===== src/rtl/fetch_issue_queue.sv =====
// ============================================================================
// Module      : fetch_issue_queue
// Description : Dual-wide fetch-to-decode instruction buffer. Fetch pairs go in,
//               and up to two of the oldest instructions are issued in order.
// Revision    : 1.0 - initial release
// ============================================================================
`default_nettype none

module fetch_issue_queue #(
    parameter int DEPTH = 8,
    parameter int WIDTH = 32
) (
    input  logic                     clk,
    input  logic                     reset,
    input  logic                     fetch_valid,
    input  logic [WIDTH-1:0]         instrf,
    input  logic [WIDTH-1:0]         instrf2,
    input  logic [WIDTH-1:0]         pcf,
    input  logic                     flush,
    input  logic [1:0]               issue_req,
    output logic [WIDTH-1:0]         instrd,
    output logic [WIDTH-1:0]         pcd,
    output logic [WIDTH-1:0]         instrd2,
    output logic [WIDTH-1:0]         pcd2,
    output logic                     validd,
    output logic                     validd2,
    output logic                     stallf,
    output logic [$clog2(DEPTH):0]   count
);

    localparam int                    c_AW        = $clog2(DEPTH);
    localparam logic [c_AW:0]         c_STALL_LVL = (c_AW+1)'(DEPTH - 2);
    localparam logic [c_AW:0]         c_TWO       = (c_AW+1)'(2);
    localparam logic [WIDTH-1:0]      c_PC_STEP   = WIDTH'(4);

    logic [WIDTH-1:0] r_pc_mem    [DEPTH];
    logic [WIDTH-1:0] r_instr_mem [DEPTH];
    logic [c_AW-1:0]  r_head;
    logic [c_AW-1:0]  r_tail;
    logic [c_AW:0]    r_count;

    logic             w_enq;
    logic [1:0]       w_req;
    logic [1:0]       w_n;
    logic [c_AW-1:0]  w_head1;
    logic [c_AW-1:0]  w_tail1;

    // Stall only looks at the registered count, so issue_req never reaches stallf.
    assign stallf  = (r_count > c_STALL_LVL);
    assign w_enq   = fetch_valid & ~stallf & ~flush;
    assign w_head1 = r_head + 1'b1;
    assign w_tail1 = r_tail + 1'b1;

    always_comb begin
        w_req = (issue_req == 2'd3) ? 2'd2 : issue_req;
        w_n   = w_req;
        if (r_count == '0) begin
            w_n = 2'd0;
        end else if (r_count == (c_AW+1)'(1) && w_req != 2'd0) begin
            w_n = 2'd1;
        end
    end

    always_ff @(posedge clk) begin
        if (reset || flush) begin
            r_head  <= '0;
            r_tail  <= '0;
            r_count <= '0;
        end else begin
            r_head  <= r_head + c_AW'(w_n);
            r_tail  <= w_enq ? (r_tail + c_AW'(2)) : r_tail;
            r_count <= r_count + (w_enq ? c_TWO : '0) - (c_AW+1)'(w_n);
        end
    end

    // Storage needs no reset; lanes are masked by count.
    always_ff @(posedge clk) begin
        if (w_enq && !reset) begin
            r_pc_mem[r_tail]     <= pcf;
            r_instr_mem[r_tail]  <= instrf;
            r_pc_mem[w_tail1]    <= pcf + c_PC_STEP;
            r_instr_mem[w_tail1] <= instrf2;
        end
    end

    assign validd  = (r_count != '0);
    assign validd2 = (r_count >= c_TWO);
    assign instrd  = validd  ? r_instr_mem[r_head]  : '0;
    assign pcd     = validd  ? r_pc_mem[r_head]     : '0;
    assign instrd2 = validd2 ? r_instr_mem[w_head1] : '0;
    assign pcd2    = validd2 ? r_pc_mem[w_head1]    : '0;
    assign count   = r_count;

endmodule

`default_nettype wire


===== config.mk =====
export PLATFORM = sky130hd
export DESIGN_NAME = fetch_issue_queue
export DESIGN_NICKNAME = d
export VERILOG_FILES = /design/src/rtl/fetch_issue_queue.sv
export SDC_FILE = /design/constraint.sdc
export NUM_CORES = 1
export LEC_CHECK = 0
export CORE_ASPECT_RATIO = 0.7
export CORE_MARGIN = 3
export CORE_UTILIZATION = 40
export DETAILED_ROUTE_END_ITERATION = 12
export GPL_ROUTABILITY_DRIVEN = 0
export GPL_TIMING_DRIVEN = 1
export SLEW_MARGIN = 40
export SYNTH_ARGS = -nofsm -noshare
export SYNTH_HDL_FRONTEND = slang
export SYNTH_SLANG_ARGS = --single-unit

===== constraint.sdc =====
create_clock -name clk -period 14.4 [get_ports clk]
set_input_delay 2.88 -clock clk [delete_from_list [all_inputs] [get_ports clk]]
set_output_delay 2.88 -clock clk [all_outputs]
set_load 0.1 [all_outputs]

==> run_results.csv <==
group,metric,value,unit
power,total_power,5.41,mW
timing,tns,0,ns
die,start_util,0.409,
global_route,grt_max_degree,66,
global_route,grt.total_usage,0.183,
yosys,synth_top_area_frac,0.629,
clocking,cts_buffer_depth,3,
yosys,ys_top_cells_by_count,"edfxtp_1, mux4_2, nand2_1",
worst_setup_path,cp_slowest_stage_delay,0.71,ns
timing,fin_skew,0.0192,ns
die,fp.dieW,299,um
clocking,htree_levels,2,
die,io_pins,237,
placement,place_area,26700,sq um
global_route,grt_pass1_vias,14000,
power,p_per_area,191,nW/um^2
yosys,yosysWarnings,0,
yosys,ys_ff_latch,513,
placement,place_hpwl,35.2,mm
worst_setup_path,crit_type,"flip-flop to output port",
yosys,ys_seq_area_frac,0.636,
clocking,clock_latency,0.58,ns
global_route,grt-ovfl-total,0,
yosys,yosys_most_used_dff,"edfxtp_1",
timing,tightest_slew,0.739,ns
clocking,cts_root_buf,"clkbuf_16",
finish,drive_gt1_frac,0.319,
yosys,synth_area,24100,sq um
finish,syn_to_final_growth,17.5,%
clocking,clkTransAtPathRegs,0.06,ns
finish,nNetsFinal,1650,
route,viasPerCell,5.60,
die,core-area,58900,sq um
route,ant_nets,0,
route,drt_first_pass_iters,5,
route,post_drt_wl_per_cell,24.3,um
worst_setup_path,rr_worst_depth,8,
clocking,cts_setup_buffers,0,
run_status,status,"completed",
yosys,synth_cell_types,34,
worst_setup_path,r2r-start,"count[3]$_SDFF_PP0_",
finish,stdcell_count,2368,
die,die_h,211,um
placement,dpl.cell_count,2278,
worst_setup_path,cpMaxStageDelayCell,"buf_4",
worst_setup_path,cp_cell_sequence,"buf_6 -> buf_4 -> mux4_2 -> nand2_1 -> a21oi_1 -> buf_2",
clocking,cts_buffers,52,
clocking,cts.sinks,513,
die,rows,74,
yosys,ys_top_cells_by_area,"edfxtp_1, mux4_2, mux2i_1",
timing,slew_headroom,0.508,
timing,hold_viol_final,0,
timing,clock.fmax,148,MHz
route,num_vias,13300,
yosys,synth_most_common_cell,"edfxtp_1",
timing,setup_violations,0,
power,ir_drop,0.175,mV
route,drtIter0Drc,1112,
worst_hold_path,hold_path.class,"flip-flop to flip-flop",
yosys,post_synth.cell_area_avg,18.4,sq um
placement,port_buffers,236,
worst_setup_path,setup.worst_path.end_class,"output port",
timing,layout_min_cycle_time,6.76,ns
finish,final_cell_area,28300,sq um
yosys,synth_edf_count,504,
global_route,antenna_found_initial,3,
run,drv_cap,0,
worst_setup_path,path_max_fanout,58,
finish,regArea,15300,sq um
worst_setup_path,worst_setup_path_start_kind,"flip-flop",
worst_setup_path,crit_start,"r_head[0]$_SDFF_PP0_",
finish,multi_input_area,8350,sq um
yosys,postSynthCellCount,1306,
timing,final_max_slew_viol_count,0,
timing,period_share,0.469,
clocking,cts_hold_buf,0,
worst_hold_path,holdPathStages,2,
worst_setup_path,r2r_slack,10.88,ns
yosys,synthesis.nets,1422,
route,wirelength,57.6,mm
route,drc,0,
worst_setup_path,crit_required,11.52,ns
power,p_leak,8.94,nW
die,die_area,63200,sq um
yosys,synth_async_sr_flop_share,0,
worst_setup_path,r2r-end,"r_instr_mem[4][30]$_DFFE_PP_",
finish,post-route-util,0.480,
clocking,ctsResizeCount,0,
worst_setup_path,crit_arrival,3.88,ns
global_route,grt_pass1_wl,87.6,mm
finish,fillers,4967,
finish,antennaDiodeCount,0,
clocking,tritoncts,"built",
worst_setup_path,crit_end,"pcd2[3]",
yosys,yosysTopAreaCell,"edfxtp_1",
timing,rsz0062_at_grt,"false",
-- critical path: cells and delay by family (launching register included) --
kind                   cells  cell delay, ns
and+or+nand+nor            1            0.05
buffers and inverters      3            1.79
AOI/OAI and AO/OA          1            0.39
DFF                        1            0.60
muxes                      1            0.35
-- per-layer routing --
layer	wire length, um	GRT usage	vias to the layer above
met3	3950	0.0402	74
met4	946	0.0411	2
met5	10	0	-
met2	27500	0.292	443
li1	-	-	5794
met1	25200	0.260	6951
-- sequential cells by signal, indices dropped and copies added (netlist names) --
signal and flops:
r_tail 2, r_head 3, r_pc_mem 248, count 4, r_instr_mem 256
-- stage by stage --
stage          setup WS, ns  hold WS [ns]
6_report               7.64         0.559
5_1_grt                7.38         0.593
4_1_cts                7.50         0.555
3_5_place_dp           8.17         0.547
3_3_place_gp           7.07         0.540
2_1_floorplan          7.41         0.514
-- placed cells by master (no fill, tap or decap), drive strengths merged, types with 13 or more instances in the layout --
cell type	n
clkbuf	63
nand3	13
mux2i	63
buf	164
edfxtp	504
xnor2	25
a21oi	62
nand2	133
mux4	252
inv	15
clkdlybuf4s50	101
clkinv	23
nor2	72
-- cell families after synthesis --
kind of cell,after synthesis,synth area share
AOI/OAI and AO/OA,64,0.0135
muxes,315,0.262
xor gates and xnor gates,33,0.0123
adders and majority gates,14,0.00822
DFF,513,0.636
and+or+nand+nor,262,0.0480
buffers and inverters,105,0.0194
-- layout make-up --
cell class                 instances  area share
sequential                       513       0.542
multi-input combinational        688       0.295
timing repair buffer             265      0.0704
clock buffer                      63      0.0475
tap                              798      0.0353
clock inverter                    27     0.00744
inverter                          14     0.00186
-- worst min path at each step --
| stage | startpoint | end | slack, ns |
|---|---|---|---|
| 5_1_grt | r_tail[2]$_SDFFE_PP0P_ | r_tail[2]$_SDFFE_PP0P_ | 0.59 |
| 6_report | r_tail[2]$_SDFFE_PP0P_ | r_tail[2]$_SDFFE_PP0P_ | 0.56 |
| 2_1_floorplan | r_tail[2]$_SDFFE_PP0P_ | r_tail[2]$_SDFFE_PP0P_ | 0.51 |
| 3_3_place_gp | r_tail[2]$_SDFFE_PP0P_ | r_tail[2]$_SDFFE_PP0P_ | 0.54 |
| 3_5_place_dp | r_tail[2]$_SDFFE_PP0P_ | r_tail[2]$_SDFFE_PP0P_ | 0.55 |
| 4_1_cts | r_tail[2]$_SDFFE_PP0P_ | r_tail[2]$_SDFFE_PP0P_ | 0.55 |
-- report_power, final --
| group | switching (mW) | total, mW | internal [mW] |
|---|---|---|---|
| combinational | 1.81 | 2.44 | 0.628 |
| clock | 0.544 | 1.26 | 0.712 |
| sequential | 0.0338 | 1.71 | 1.68 |
(Power assumes the default switching activity.)
